[src/rtl/manual_drive_fsm_if.sv]
// Driver switch inputs and car state outputs of the manual drive controller.
// master drives the switches, slave is the controller.
interface manual_drive_fsm_if #(
   parameter int ODO_W = 16
);
   logic             power_on_btn;
   logic             power_off_btn;
   logic             throttle;
   logic             clutch;
   logic             brake;
   logic             reverse_sw;
   logic             turn_left_sw;
   logic             turn_right_sw;
   logic [3:0]       state;
   logic [3:0]       answer;
   logic             power_now;
   logic [ODO_W-1:0] odometer;

   modport master (
      output power_on_btn, power_off_btn,
      output throttle, clutch, brake,
      output reverse_sw, turn_left_sw, turn_right_sw,
      input  state, answer, power_now, odometer
   );

   modport slave (
      input  power_on_btn, power_off_btn,
      input  throttle, clutch, brake,
      input  reverse_sw, turn_left_sw, turn_right_sw,
      output state, answer, power_now, odometer
   );
endinterface

[src/rtl/manual_drive_fsm.sv]
// Manual-transmission drive controller on the 2 Hz tick:
// one-hot car state, drive command vector and a half-second odometer.
module manual_drive_fsm #(
   parameter int ON_HOLD = 2,
   parameter int ODO_W   = 16
) (
   input logic              clk_2hz,
   input logic              rst,
   manual_drive_fsm_if.slave bus
);
   typedef enum logic [3:0] {
      NOT_STARTING = 4'b0001,
      STARTING     = 4'b0010,
      MOVING       = 4'b0100,
      OFF          = 4'b1000
   } state_t;

   localparam int HW = (ON_HOLD > 1) ? $clog2(ON_HOLD) : 1;
   localparam logic [HW-1:0] HOLD_M1 = HW'(ON_HOLD - 1);
   localparam logic [ODO_W-1:0] ODO_MAX = {ODO_W{1'b1}};

   state_t           state_q;
   state_t           nxt;
   logic [HW-1:0]    hold_q;
   logic [HW-1:0]    hold_nxt;
   logic             rev_q;
   logic             rev_chg;
   logic             turn_ok;
   logic [3:0]       ans_nxt;
   logic [3:0]       ans_q;
   logic             pwr_q;
   logic [ODO_W-1:0] odo_q;

   always_comb begin
      nxt      = state_q;
      hold_nxt = '0;
      rev_chg  = bus.reverse_sw != rev_q;
      if (state_q != OFF && bus.power_off_btn) begin
         nxt = OFF;
      end else begin
         unique case (state_q)
            OFF: begin
               if (bus.power_on_btn) begin
                  if (hold_q == HOLD_M1) nxt = NOT_STARTING;
                  else hold_nxt = hold_q + HW'(1);
               end
            end
            NOT_STARTING: begin
               if (bus.throttle && bus.clutch) nxt = STARTING;
               else if (bus.throttle) nxt = OFF;
            end
            STARTING: begin
               if (bus.brake) nxt = NOT_STARTING;
               else if (bus.throttle && !bus.clutch) nxt = MOVING;
            end
            MOVING: begin
               // shifting gear without the clutch stalls the engine
               if (rev_chg && !bus.clutch) nxt = OFF;
               else if (bus.brake) nxt = NOT_STARTING;
               else if (bus.clutch || !bus.throttle) nxt = STARTING;
            end
            default: nxt = OFF;
         endcase
      end
   end

   always_comb begin
      turn_ok = (nxt == STARTING) || (nxt == MOVING);
      ans_nxt = {
         turn_ok & bus.turn_left_sw & ~bus.turn_right_sw,
         turn_ok & bus.turn_right_sw & ~bus.turn_left_sw,
         (nxt == MOVING) & bus.reverse_sw,
         (nxt == MOVING) & ~bus.reverse_sw
      };
   end

   always_ff @(posedge clk_2hz or negedge rst) begin
      if (!rst) begin
         state_q <= OFF;
         hold_q  <= '0;
         rev_q   <= 1'b0;
         ans_q   <= 4'b0000;
         pwr_q   <= 1'b1;
         odo_q   <= '0;
      end else begin
         state_q <= nxt;
         hold_q  <= hold_nxt;
         rev_q   <= bus.reverse_sw;
         ans_q   <= ans_nxt;
         pwr_q   <= (nxt == OFF);
         if (state_q == MOVING && odo_q != ODO_MAX)
            odo_q <= odo_q + ODO_W'(1);
      end
   end

   assign bus.state     = state_q;
   assign bus.answer    = ans_q;
   assign bus.power_now = pwr_q;
   assign bus.odometer  = odo_q;
endmodule

[src/flat_wrapper.sv]
// flat-port wrapper written by rule: the top's interface ports become plain ports
module manual_drive_fsm_flat 
#(
   parameter int ON_HOLD = 2,
   parameter int ODO_W   = 16
)
  (clk_2hz, rst, bus_power_on_btn, bus_power_off_btn, bus_throttle, bus_clutch, bus_brake, bus_reverse_sw, bus_turn_left_sw, bus_turn_right_sw, bus_state, bus_answer, bus_power_now, bus_odometer);
  manual_drive_fsm_if #(.ODO_W(ODO_W)) bus_i ();
  input logic clk_2hz;
  input logic rst;
  input wire logic [$bits(bus_i.power_on_btn)-1:0] bus_power_on_btn;
  input wire logic [$bits(bus_i.power_off_btn)-1:0] bus_power_off_btn;
  input wire logic [$bits(bus_i.throttle)-1:0] bus_throttle;
  input wire logic [$bits(bus_i.clutch)-1:0] bus_clutch;
  input wire logic [$bits(bus_i.brake)-1:0] bus_brake;
  input wire logic [$bits(bus_i.reverse_sw)-1:0] bus_reverse_sw;
  input wire logic [$bits(bus_i.turn_left_sw)-1:0] bus_turn_left_sw;
  input wire logic [$bits(bus_i.turn_right_sw)-1:0] bus_turn_right_sw;
  output wire logic [$bits(bus_i.state)-1:0] bus_state;
  output wire logic [$bits(bus_i.answer)-1:0] bus_answer;
  output wire logic [$bits(bus_i.power_now)-1:0] bus_power_now;
  output wire logic [$bits(bus_i.odometer)-1:0] bus_odometer;
  assign bus_i.power_on_btn = bus_power_on_btn;
  assign bus_i.power_off_btn = bus_power_off_btn;
  assign bus_i.throttle = bus_throttle;
  assign bus_i.clutch = bus_clutch;
  assign bus_i.brake = bus_brake;
  assign bus_i.reverse_sw = bus_reverse_sw;
  assign bus_i.turn_left_sw = bus_turn_left_sw;
  assign bus_i.turn_right_sw = bus_turn_right_sw;
  assign bus_state = bus_i.state;
  assign bus_answer = bus_i.answer;
  assign bus_power_now = bus_i.power_now;
  assign bus_odometer = bus_i.odometer;
  manual_drive_fsm #(.ON_HOLD(ON_HOLD), .ODO_W(ODO_W)) u_core (.clk_2hz(clk_2hz), .rst(rst), .bus(bus_i));
endmodule
[config.mk]
export PLATFORM = sky130hd
export DESIGN_NAME = manual_drive_fsm_flat
export DESIGN_NICKNAME = d
export VERILOG_FILES = /design/src/rtl/manual_drive_fsm_if.sv /design/src/rtl/manual_drive_fsm.sv /design/src/flat_wrapper.sv
export SDC_FILE = /design/constraint.sdc
export NUM_CORES = 1
export LEC_CHECK = 0
export ABC_AREA = 1
export BUFFER_PORTS_ARGS = -buffer_cell sky130_fd_sc_hd__buf_2
export CAP_MARGIN = 20
export CORE_MARGIN = 3
export CORE_UTILIZATION = 50
export CTS_CLUSTER_SIZE = 10
export DETAILED_ROUTE_END_ITERATION = 8
export GPL_TIMING_DRIVEN = 1
export PLACE_DENSITY = 0.74
export SYNTH_ARGS = -nofsm -noshare
export SYNTH_HDL_FRONTEND = slang
export SYNTH_SLANG_ARGS = --single-unit
[constraint.sdc]
create_clock -name clk_2hz -period 2.1 [get_ports clk_2hz]
set_input_delay 0.42 -clock clk_2hz [delete_from_list [all_inputs] [get_ports clk_2hz]]
set_output_delay 0.42 -clock clk_2hz [all_outputs]
set_load 0.02 [all_outputs]
; Word level (Yosys, flattened, before mapping)
; Cells that the tools add are included.
[totals]
register_bits = 27
inputBits = 10
output_inout_bits = 25
elab_cells = 51
[op_classes]
n_addsub = 2
n_eq_ne = 10
muxes = 15
bitwise_logic = 9
n_reduce_logical = 9
[ops]
columns = operator, count
row1 = 2-to-1 mux 4 bit, 10
row2 = "adder 16 x 1 -> 16 bit, second input constant", 1
row3 = "inequality test 16 bit, second input constant", 1
row4 = one-hot mux 4 bit (4 select lines), 1
row5 = "== test 4 x 2 -> 1 bit, second input constant", 2
row6 = "== test 4 x 3 -> 1 bit, second input constant", 2
row7 = "== test 4 bit, second input constant", 2
row8 = bitwise AND 1 bit, 6
row9 = logical AND 1 bit, 5
row10 = "== test 4 x 1 -> 1 bit, second input constant", 1
row11 = 2-to-1 mux 1 bit, 4
row12 = "inequality test 4 bit, second input constant", 1
row13 = inverter 1 bit, 3
row14 = logical NOT 1 bit, 2
row15 = logical OR 1 bit, 2
row16 = "adder 1 bit, second input constant", 1
row17 = inequality test 1 bit, 1

; Depth between registers and ports, before layout
; Gate-level depths: netlist of the first run.
[depth]
word_depth = 11
mapped_depth = 9
mapped_depth_nobuf = 9

; Worst setup path before layout of the first run
; Ideal clock, no wire load.
[synth_timing]
path_kind = register to register
from = register u_core.odo_q[0], in the netlist u_core.bus.odometer[0]
to = register u_core.odo_q[11], in the netlist u_core.bus.odometer[11]
setup_time_ps = 123
arrival_time_ps = 1471
t_required_ps = 1977
setup_slack_ps = 506
stages_incl_launch_ff = 10
n_path_buf = 1
synth_period_minus_slack_ps = 1594
path_cell_list = dfrtp_1 -> ha_1 -> inv_1 -> nor2_4 -> nand2_2 -> nor2_2 -> nor2_4 -> buf_6 -> nand3_2 -> nand2_1
[synth_via]
elab_chain_len = 2
elab_cells_between_ends = 3
classes_between = add/sub (1) / eq/ne (1) / reduce/logical (1)
[synth_lines]
columns = item, line_no
row1 = start: declaration, manual_drive_fsm.sv:32  ; logic [ODO_W-1:0] odo_q;
row2 = start signal: assignment, manual_drive_fsm.sv:92  ; odo_q <= odo_q + ODO_W'(1);
row3 = branches (longest 2 deep; another with adder 16 x 1 -> 16 bit), n/a
; Parallel ways; which one is timed is not known.
; A chain may end at the register's enable or synchronous reset.

; Worst setup path in the final report of the first run
[layout_timing]
from = register u_core.odo_q[0], in the netlist u_core.bus.odometer[0]
to = register u_core.odo_q[4], in the netlist u_core.bus.odometer[4]
; The elaborated chain is that of the path after synthesis.

==> impl_metrics.env, run 1 <==
export IMPL_status="completed"
export IMPL_cts_resized=0
export IMPL_clkLatencyLatePin_ns=0.32
export IMPL_cts_buffers=3
export IMPL_ys_warn_count=0
export IMPL_synth_area_mm2=0.001599
export IMPL_cts_hold_buf=0
export IMPL_post_synth_num_cell_types=26
export IMPL_n_antenna_cell=0
export IMPL_finalMaxSlewViolations=0
export IMPL_relSlewSlack=0.6191
export IMPL_grt_pass1_vias=1348
export IMPL_crit_type="flop to flop"
export IMPL_end_kind="flop"
export IMPL_drv_cap=0
export IMPL_synth_top_area_cell="dfrtp_1"
export IMPL_crit_family="simple AND/OR/NAND/NOR gates"
export IMPL_rsz0062_at_grt="no"
export IMPL_rows=19
export IMPL_yosysSeqAreaShare=0.4241
export IMPL_ir_drop_mv=0.3469
export IMPL_worstPathMaxFanout=17
export IMPL_slowest_stage="dfrtp_1"
export IMPL_holdCritPathClass="input pin to asynchronous set/reset pin"
export IMPL_p_leak_uw=0.0009960
export IMPL_grt_max_degree=28
export IMPL_cp_cell_sequence="ha_1 > inv_1 > nor2_4 > nand2_2 > nor2_2 > nor2_4 > nand2_1 > nand2_1 > nand2_1"
export IMPL_gp_congestion=0.9420
export IMPL_worstPathRequired_ns=2.33
export IMPL_synth_ff_type="dfrtp_1"
export IMPL_fin_ws_ns=0.3762
export IMPL_cellPowerDensity_mw_per_mm2=543.2
export IMPL_yosys_top_cells_area="dfrtp_1 39%, nand2_1 17%, nor2_1 6.8%"
export IMPL_finalClockSkew_ns=0.004403
export IMPL_root_buffer="clkbuf_4"
export IMPL_clock_sinks=27
export IMPL_slowest_delay_ns=0.46
export IMPL_die_w_um=62.55
export IMPL_initial_core_util=0.5513
export IMPL_post_route_period_util=0.8209
export IMPL_portBuffers=34
export IMPL_drcViolationCount=0
export IMPL_pre_cts_slack_ns=0.3823
export IMPL_nFillCells=275
export IMPL_dr_pass1_iters=4
export IMPL_dieArea_mm2=0.003913
export IMPL_synth_most_common_cell="nand2_1"
export IMPL_drive_gt1_frac=0.2148
export IMPL_antenna_found_initial=0
export IMPL_wirelength_mm=3.140
export IMPL_crit_top_cell="nand2_1"
export IMPL_worstMarginPinSlew_ns=0.5714
export IMPL_synth_edff_count=0
export IMPL_via_per_inst=4.805
export IMPL_fmax_mhz=580.1
export IMPL_io_pins=35
export IMPL_avgSynthCellArea_um2=7.268
export IMPL_synth_common_cells="74 x nand2_1, 29 x nor2_1, 27 x inv_1, 25 x dfrtp_1, 12 x nand3_1"
export IMPL_grt_pass1_wl_mm=5.844
export IMPL_cts_setup_buffers=0
export IMPL_clockBufferDepth=2
export IMPL_cp_start_kind="flop"
export IMPL_fin_setup_tns_ns=0
export IMPL_cts_htree_levels=1
export IMPL_hpwl_mm=2.423
export IMPL_cp_num_buf_inv=1
export IMPL_fp_dieH_um=62.55
export IMPL_reg2regPathDepth=9
export IMPL_antenna_left=0
export IMPL_clkTransAtPathRegs_ns=0.14
export IMPL_num_vias=1432
export IMPL_critPathArrivalTime_ns=1.96
export IMPL_finalCriticalPeriod_ns=1.724
export IMPL_hold_violations=0
export IMPL_drtIter0Drc=85
export IMPL_grt_overflow_total=0
export IMPL_avgRoutedWirePerCell_um=10.54
export IMPL_cts_tree="built"
export IMPL_r2r_slack_ns=0.38
export IMPL_postSynth_asyncResetShare=1.000
export IMPL_ys_ff_latch=27
export IMPL_setup_viol=0
export IMPL_track_usage=0.1827
export IMPL_netlist_instances=220
export IMPL_reg2reg_to="u_core.bus.odometer[4]"
export IMPL_syn_to_final_growth_pct=14.24
export IMPL_core_area_mm2=0.002900
export IMPL_rr_startpoint="u_core.bus.odometer[0]"
export IMPL_netlist_area_leader_share=0.3912
export IMPL_fin_nets=268
export IMPL_synth_nets=231
## report_power, final
part           switching (µW)  internal [µW]
logic                     127           62.6
clock network             151           71.4
registers                22.0            558
## through the flow
step	hold WS [ns]	power, µW	std cells	util	instance area, µm²
global placement	0.4162	778.9	294	0.6204	1799
detailed placement	0.4229	780.0	294	0.6204	1799
floorplan	0.1244	715.9	220	-	1599
global route	0.1034	1058	298	0.6299	1827
finish	0.07061	992.2	298	0.6299	1827
CTS	0.08787	998.2	298	0.6299	1827
## worst max-delay path by stage
stage / from / to / slack (ns) / cells past startpoint
after global placement: u_core.bus.odometer[0] / u_core.bus.odometer[4] / 0.48 / 9
after floorplan: u_core.bus.odometer[0] / u_core.bus.odometer[11] / 0.51 / 9
after detailed placement: u_core.bus.odometer[0] / u_core.bus.odometer[4] / 0.38 / 9
final: u_core.bus.odometer[0] / u_core.bus.odometer[4] / 0.38 / 9
after CTS: u_core.bus.odometer[0] / u_core.bus.odometer[4] / 0.37 / 9
after global routing: u_core.bus.odometer[0] / u_core.bus.odometer[4] / 0.22 / 9
## sequential cells by signal (all words and copies together), names as in the netlist
| register | count |
|---|---|
| u_core.rev_q | 1 |
| u_core.hold_q | 1 |
| u_core.bus.state | 4 |
| u_core.bus.power_now | 1 |
| u_core.bus.odometer | 16 |
| u_core.bus.answer | 4 |
## logic make-up after synthesis
| kind of cell | Yosys count | share of synthesized area |
|---|---|---|
| AND/OR/NAND/NOR | 136 | 0.3732 |
| flip-flops | 27 | 0.4241 |
| buffers and inverters | 29 | 0.07747 |
| XOR/XNOR | 7 | 0.03834 |
| adder cells (fa/ha/maj) | 1 | 0.007823 |
| AO/OA/AOI/OAI | 20 | 0.07904 |
## final cells by class
cell class,count,area (µm²),share of cell area
multi-input cells,164,797.0,0.4363
clock inverters,1,5.005,0.002740
inverters,27,101.3,0.05548
repair buffers,34,170.2,0.09315
well taps,42,52.55,0.02877
flip-flops and latches,27,678.2,0.3712
clock buffers,3,22.52,0.01233
## cells in the final DEF (no fill, tap or decap), drive strengths merged
cell,instances
xor2,5
nand3,14
dfstp,2
clkbuf,3
nor2,35
or2,1
nor3b,1
o21ai,11
ha,1
a21oi,6
a31oi,1
nand4,3
inv,27
clkinv,1
nor3,3
o22ai,2
nand3b,3
nand2,76
buf,34
xnor2,2
dfrtp,25
## metal layers
metal	vias up	global-route usage	routed length, µm
met5	-	0	0
met4	0	0.07163	43
met3	4	0.01799	129
met2	31	0.2650	1277
met1	637	0.2785	1689
li1	760	-	-
No activity file was read; power rests on OpenSTA's default activity.
==> run 2: changes to the inputs <==
==> constraint.sdc (replaced) <==
create_clock -name clk_2hz -period 1.7 [get_ports clk_2hz]
set_input_delay 0.34 -clock clk_2hz [delete_from_list [all_inputs] [get_ports clk_2hz]]
set_output_delay 0.34 -clock clk_2hz [all_outputs]
set_load 0.02 [all_outputs]
==> run 2 against run 1 <==
  * The run now ends with negative hold slack left
  * Non-clock buffer count grew 8
  * Wire length grew 8.1%
  * Sequential share of layout area shrank 1.4 points
  * Global-route usage up 0.31 points
  * Register-to-register slack worse by 0.23 ns
  * Die area did not move
  * Power up 27%
  * Cell count rose by 2.7%
  * Critical path depth did not move
  * Clock power up 27%
  * Critical endpoint is now u_core.bus.odometer[8]
  * Largest cell class unchanged
==> impl_metrics.env, run 2 (synthesized netlist as in run 1, its figures left out) <==
export IMPL_clkPwrFrac=0.226
export IMPL_rsz0062_at_grt="no"
export IMPL_via_per_inst=4.964
export IMPL_crit_type="flop to flop"
export IMPL_rr_startpoint="u_core.bus.odometer[1]"
export IMPL_grt_pass1_wl_mm=6.023
export IMPL_slowest_delay_ns=0.42
export IMPL_grt_overflow_total=0
export IMPL_fmax_mhz=642.9
export IMPL_end_kind="flop"
export IMPL_post_route_util=0.6562
export IMPL_die_w_um=62.55
export IMPL_crit_path_start="u_core.bus.odometer[1]"
export IMPL_antenna_found_initial=0
export IMPL_root_buffer="clkbuf_4"
export IMPL_final_cell_mix="74 x nand2_1, 34 x buf_2, 29 x nor2_1"
export IMPL_drtIter0Drc=134
export IMPL_relSlewSlack=0.6065
export IMPL_nFillCells=286
export IMPL_finalClockSkew_ns=0.003659
export IMPL_worstPathRequired_ns=1.93
export IMPL_finalCriticalPeriod_ns=1.556
export IMPL_syn_to_final_growth_pct=19.01
export IMPL_grt_pass1_vias=1347
export IMPL_initial_core_util=0.5513
export IMPL_n_antenna_cell=0
export IMPL_fin_setup_tns_ns=0
export IMPL_crit_top_cell="nor2_4"
export IMPL_violations="negative hold slack"
export IMPL_fp_dieH_um=62.55
export IMPL_ir_drop_mv=0.5578
export IMPL_drv_cap=0
export IMPL_clkLatencyLatePin_ns=0.33
export IMPL_status="finished, violations left"
export IMPL_slowest_stage="dfrtp_2"
export IMPL_clock_sinks=27
export IMPL_setup_viol=0
export IMPL_hold_violations=12
export IMPL_antenna_left=0
export IMPL_power_internal_uw=873.2
export IMPL_critPathArrivalTime_ns=1.79
export IMPL_cts_buffers=3
export IMPL_switching_share=0.3051
export IMPL_fin_nets=276
export IMPL_worstPathMaxFanout=8
export IMPL_drcViolationCount=0
export IMPL_hpwl_mm=2.645
export IMPL_cp_start_kind="flop"
export IMPL_avgRoutedWirePerCell_um=11.09
export IMPL_r2r_slack_ns=0.14
export IMPL_cellPowerDensity_mw_per_mm2=660.3
export IMPL_largest_reg_flops=16
export IMPL_final_common_cell="nand2_1"
export IMPL_drive_gt1_frac=0.2424
export IMPL_cts_hold_buf=0
export IMPL_worstMarginPinSlew_ns=0.5903
export IMPL_clockBufferDepth=2
export IMPL_post_route_period_util=0.9150
export IMPL_pwr_share_comb=0.204
export IMPL_clkTransAtPathRegs_ns=0.15
export IMPL_dr_pass1_iters=4
export IMPL_wirelength_mm=3.393
export IMPL_finalMaxSlewViolations=0
export IMPL_seq_power_share=0.570
export IMPL_num_vias=1519
export IMPL_cp_cell_sequence="ha_1 > inv_1 > nor2_4 > nand2_2 > nor2_2 > nor2_4 > buf_4 > nand2_1 > o21ai_0"
export IMPL_holdCritPathClass="input pin to asynchronous set/reset pin"
export IMPL_rows=19
export IMPL_io_pins=35
export IMPL_grt_max_degree=28
export IMPL_p_sw_uw=383.4
export IMPL_holdWs_ns=-0.01199
export IMPL_portBuffers=34
export IMPL_gp_congestion=0.8866
export IMPL_cts_tree="built"
export IMPL_track_usage=0.1858
export IMPL_dieArea_mm2=0.003913
export IMPL_cts_htree_levels=1
export IMPL_core_area_mm2=0.002900
export IMPL_p_leak_uw=0.001041
-- run 2: cell types whose count changed in the layout (fill, tap and decap cells not counted), sizes merged --
cell,before,now
buf,34,42
clkinv,1,0
clkinvlp,0,1
-- run 2: power groups by stage --
stage / combinational (µW) / sequential, µW / clock, µW
finish: 256 / 717 / 284
global route: 284 / 722 / 324
CTS: 257 / 716 / 292
detailed placement: 256 / 729 / 0
global placement: 254 / 729 / 0
floorplan: 128 / 757 / 0
-- run 2: area by class of cell --
class | count | area, µm² | share of cell area
repair buffers | 42 | 242.7 | 0.1275
inverters | 27 | 101.3 | 0.05325
clock inverters | 1 | 7.507 | 0.003945
multi-input cells | 164 | 797.0 | 0.4188
clock buffers | 3 | 22.52 | 0.01183
flip-flops and latches | 27 | 679.4 | 0.3570
well taps | 42 | 52.55 | 0.02761
-- run 2: worst paths after layout --
check | endpoint | cells after the start
worst max-delay path | u_core.bus.odometer[8] | 9
worst min-delay path | u_core.bus.odometer[8] | 1
worst max register to register | u_core.bus.odometer[8] | 9
worst min register to register | u_core.hold_q | 1
max in group asynchronous | u_core.bus.odometer[1] | 1
min in group clk_2hz | u_core.rev_q | 1
-- run 2: what timing repair did --
action                     in CTS  in global routing
setup endpoints to repair       0                 14
gates resized for setup         0                  1
setup buffers                   0                  3
-- run 2: through the flow --
stage                     setup slack [ns]  power, µW  hold WS [ns]  area (µm²)  instances
after floorplan                     0.1061      884.4       0.04441        1599        220
after global placement              0.1102      983.2        0.3793        1849        299
after detailed placement          0.008949      984.5        0.3808        1849        299
after CTS                         0.008551       1265      0.005848        1879        303
after global routing              0.009254       1330       0.02522        1903        306
final                               0.1445       1257      -0.01199        1903        306
-- run 2: worst max-delay path, delay by kind of cell (launching register included) --
family / cells / cell delay, ns
AND/OR/NAND/NOR: 5 / 0.55
AO/OA/AOI/OAI: 1 / 0.07
buffers and inverters: 2 / 0.24
flip-flops: 1 / 0.42
adder cells (fa/ha/maj): 1 / 0.17
-- run 2: routing by layer --
metal | up-vias | GRT usage | part of all wire
li1 | 774 | - | -
met1 | 690 | 0.2620 | 0.48
met2 | 49 | 0.2943 | 0.45
met3 | 6 | 0.03237 | 0.062
met4 | 0 | 0.04959 | 0.010
met5 | - | 0 | 0
==> run 3: changes to the inputs <==
--- a/config.mk
+++ b/config.mk
@@ -5,7 +5,6 @@
 export SDC_FILE = /design/constraint.sdc
 export NUM_CORES = 1
 export LEC_CHECK = 0
-export ABC_AREA = 1
 export BUFFER_PORTS_ARGS = -buffer_cell sky130_fd_sc_hd__buf_2
 export CAP_MARGIN = 20
 export CORE_MARGIN = 3
@@ -13,7 +12,7 @@
 export CTS_CLUSTER_SIZE = 10
 export DETAILED_ROUTE_END_ITERATION = 8
 export GPL_TIMING_DRIVEN = 1
-export PLACE_DENSITY = 0.74
+export PLACE_DENSITY = 0.76
 export SYNTH_ARGS = -nofsm -noshare
 export SYNTH_HDL_FRONTEND = slang
 export SYNTH_SLANG_ARGS = --single-unit
==> run 3 against run 2 <==
  * Clock power fell by 3%
  * Sequential cell count stayed put
  * Area after synthesis shrank 14%
  * Sequential power down 0.8%
  * Fmax fell by 19%
  * Sequential share of layout area fell by 1.7 points
  * Design area grew 6.2%
  * Highest routed layer unchanged
  * The flow finishes with violations (negative setup slack)
  * Largest cell class unchanged
  * Critical path depth shrank 5
  * Wire length grew 5.5%
==> impl_metrics.env, run 3 <==
export IMPL_fin_cells=228
export IMPL_netlist_instances=134
export IMPL_n_antenna_cell=0
export IMPL_met1_usage=0.2744
export IMPL_post_route_period_util=1.123
export IMPL_seq_power_share=0.532
export IMPL_drv_cap=0
export IMPL_synthMuxAreaShare=0.01636
export IMPL_crit_family="simple AND/OR/NAND/NOR gates"
export IMPL_fp_dieH_um=58.47
export IMPL_slowest_delay_ns=0.53
export IMPL_place_area_mm2=0.001841
export IMPL_clockBufferDepth=2
export IMPL_antenna_left=0
export IMPL_synth_common_cells="25 x dfrtp_1, 15 x xor2_1, 11 x nor2_1, 10 x nand2_1, 7 x nand4_1"
export IMPL_cts_hold_buf=0
export IMPL_worstPathRequired_ns=1.92
export IMPL_r2r_slack_ns=-0.21
export IMPL_status="finished, violations left"
export IMPL_final_cell_mix="34 x buf_2, 26 x buf_4, 18 x dfrtp_1"
export IMPL_switching_share=0.3114
export IMPL_synth_xor_area_share=0.09545
export IMPL_synth_most_common_cell="dfrtp_1"
export IMPL_synthSimpleGateAreaFrac=0.2618
export IMPL_holdWs_ns=0.002023
export IMPL_yosys_top_cells_area="dfrtp_1 45%, xor2_1 9.5%, dfstp_2 3.8%"
export IMPL_ys_ff_latch=27
export IMPL_drive_gt1_frac=0.5556
export IMPL_initial_core_util=0.5408
export IMPL_synth_top_family_by_area="simple AND/OR/NAND/NOR gates"
export IMPL_rr_startpoint="u_core.bus.state[0]"
export IMPL_io_pins=35
export IMPL_fin_nets=210
export IMPL_cts_htree_levels=1
export IMPL_rsz0062_at_grt="yes"
export IMPL_synth_ff_type="dfrtp_1"
export IMPL_post_route_cell_area_mm2=0.002022
export IMPL_grt_use_met2=0.3939
export IMPL_hold_violations=0
export IMPL_grt_busiest_layer="met2"
export IMPL_end_kind="flop"
export IMPL_violations="negative setup slack"
export IMPL_synth_area_mm2=0.001376
export IMPL_via_per_inst=5.715
export IMPL_track_usage=0.2241
export IMPL_die_w_um=58.47
export IMPL_gp_congestion=0.9329
export IMPL_dp_cells=223
export IMPL_synth_compound_area_frac=0.08727
export IMPL_avgSynthCellArea_um2=10.27
export IMPL_grt_max_degree=28
export IMPL_reg2reg_to="u_core.bus.odometer[12]"
export IMPL_p_sw_uw=415.6
export IMPL_fin_ws_ns=-0.2091
export IMPL_grt_pass1_vias=1306
export IMPL_antenna_found_initial=0
export IMPL_clkLatencyLatePin_ns=0.32
export IMPL_grt_pass1_wl_mm=5.906
export IMPL_ys_warn_count=0
export IMPL_clock_sinks=27
export IMPL_cts_buffers=3
export IMPL_num_vias=1303
export IMPL_cp_cell_sequence="or4b_4 > or3_4 > nor2_2 > mux2_4"
export IMPL_largest_reg_flops=16
export IMPL_nFillCells=176
export IMPL_pwr_share_comb=0.262
export IMPL_avgRoutedWirePerCell_um=15.70
export IMPL_ir_drop_mv=0.5372
export IMPL_clkTransAtPathRegs_ns=0.14
export IMPL_postSynth_asyncResetShare=1.000
export IMPL_synth_nets=145
export IMPL_holdCritPathClass="input pin to asynchronous set/reset pin"
export IMPL_hpwl_mm=2.564
export IMPL_clkPwrFrac=0.206
export IMPL_crit_type="flop to flop"
export IMPL_cp_num_buf_inv=0
export IMPL_yosysSeqAreaShare=0.4927
export IMPL_dieArea_mm2=0.003418
export IMPL_slowest_stage="or4b_4"
export IMPL_reg2regPathDepth=4
export IMPL_critPathArrivalTime_ns=2.13
export IMPL_synth_edff_count=0
export IMPL_finalClockSkew_ns=0.006204
export IMPL_worstMarginPinSlew_ns=0.5953
export IMPL_syn_to_final_growth_pct=46.91
export IMPL_cp_start_kind="flop"
export IMPL_synthAdderAreaFrac=0.009091
export IMPL_wirelength_mm=3.579
export IMPL_netlist_area_leader_share=0.4545
export IMPL_drtIter0Drc=28
export IMPL_use_met3=0.02851
export IMPL_fmax_mhz=523.8
export IMPL_portBuffers=34
export IMPL_root_buffer="clkbuf_4"
export IMPL_dr_pass1_iters=4
export IMPL_synth_top_area_cell="dfrtp_1"
export IMPL_setup_viol=18
export IMPL_drcViolationCount=0
export IMPL_cellPowerDensity_mw_per_mm2=660.1
export IMPL_post_synth_num_cell_types=38
export IMPL_final_common_cell="buf_2"
export IMPL_core_area_mm2=0.002545
export IMPL_grt_overflow_total=0
export IMPL_finalCriticalPeriod_ns=1.909
export IMPL_finalMaxSlewViolations=0
export IMPL_power_internal_uw=919.0
export IMPL_relSlewSlack=0.6031
export IMPL_worstPathMaxFanout=3
export IMPL_rows=18
export IMPL_cts_tree="built"
export IMPL_p_leak_uw=0.0009862
## run 3: cell types whose count changed after synthesis, moves of 4 or more
| cell | change |
|---|---|
| nor2_2 | -4 |
| xor2_1 | +10 |
| nand2_1 | -64 |
| nand4_1 | +4 |
| nor4_1 | +5 |
| o21ai_0 | -6 |
| inv_1 | -23 |
| nor2_1 | -18 |
| nand3_1 | -6 |
## run 3: worst max path at each step
stage | end | cells after the start | startpoint | slack [ns]
floorplan | u_core.bus.odometer[12] | 6 | u_core.bus.state[1] | -0.45
global placement | u_core.bus.odometer[12] | 4 | u_core.bus.state[1] | -0.13
detailed placement | u_core.bus.answer[3] | 5 | u_core.bus.state[1] | -0.27
CTS | u_core.bus.odometer[12] | 4 | u_core.bus.state[1] | -0.18
global route | u_core.bus.odometer[10] | 5 | u_core.bus.state[0] | -0.24
finish | u_core.bus.odometer[12] | 4 | u_core.bus.state[0] | -0.21
## run 3: worst reg2reg max path: stages (launching register included)
cell     delay (ns)
dfrtp_2        0.43
or4b_4         0.53
or3_4          0.44
nor2_2         0.11
mux2_4         0.30
## run 3: timing repair
action | 4_1_cts | 5_1_grt
buffers inserted | 0 | 2
hold endpoints to repair | 0 | 0
resized for setup | 20 | 7
pin swaps | 4 | 4
endpoints found under the setup margin | 22 | 25
## run 3: power groups by stage
stage / Sequential, µW / Combinational [µW] / Clock [µW]
floorplan: 771 / 149 / 0
global placement: 721 / 311 / 0
detailed placement: 722 / 321 / 0
CTS: 710 / 331 / 278
global route: 714 / 382 / 309
finish: 711 / 349 / 275
## run 3: cells by family after synthesis
group,count (synthesis)
AND/OR/NAND/NOR,63
flip-flops,27
AO/OA/AOI/OAI,17
XOR/XNOR,15
buffers and inverters,9
multiplexers,2
adder cells (fa/ha/maj),1
## run 3: per-stage QoR
stage          setup slack [ns]    util  total power (µW)  setup TNS (ns)
2_1_floorplan           -0.4482       -             919.7          -3.189
3_3_place_gp            -0.1296  0.7232              1032         -0.6924
3_5_place_dp            -0.2673  0.7232              1043          -1.403
4_1_cts                 -0.1775  0.7709              1319          -1.460
5_1_grt                 -0.2428  0.7945              1405          -2.503
6_report                -0.2091  0.7945              1335          -1.050
## run 3: routing by layer
metal	wire, µm	vias up
li1	-	614
met3	203	8
met4	53	0
met1	1419	630
met2	1903	51
met5	0	-
## run 3: area by class of cell
| cell class | count | area, µm² | share of cell area |
|---|---|---|---|
| inverters | 4 | 15.01 | 0.007426 |
| well taps | 30 | 37.54 | 0.01856 |
| flip-flops and latches | 27 | 686.9 | 0.3397 |
| repair buffers | 65 | 430.4 | 0.2129 |
| clock buffers | 4 | 26.28 | 0.01300 |
| multi-input cells | 98 | 825.8 | 0.4084 |
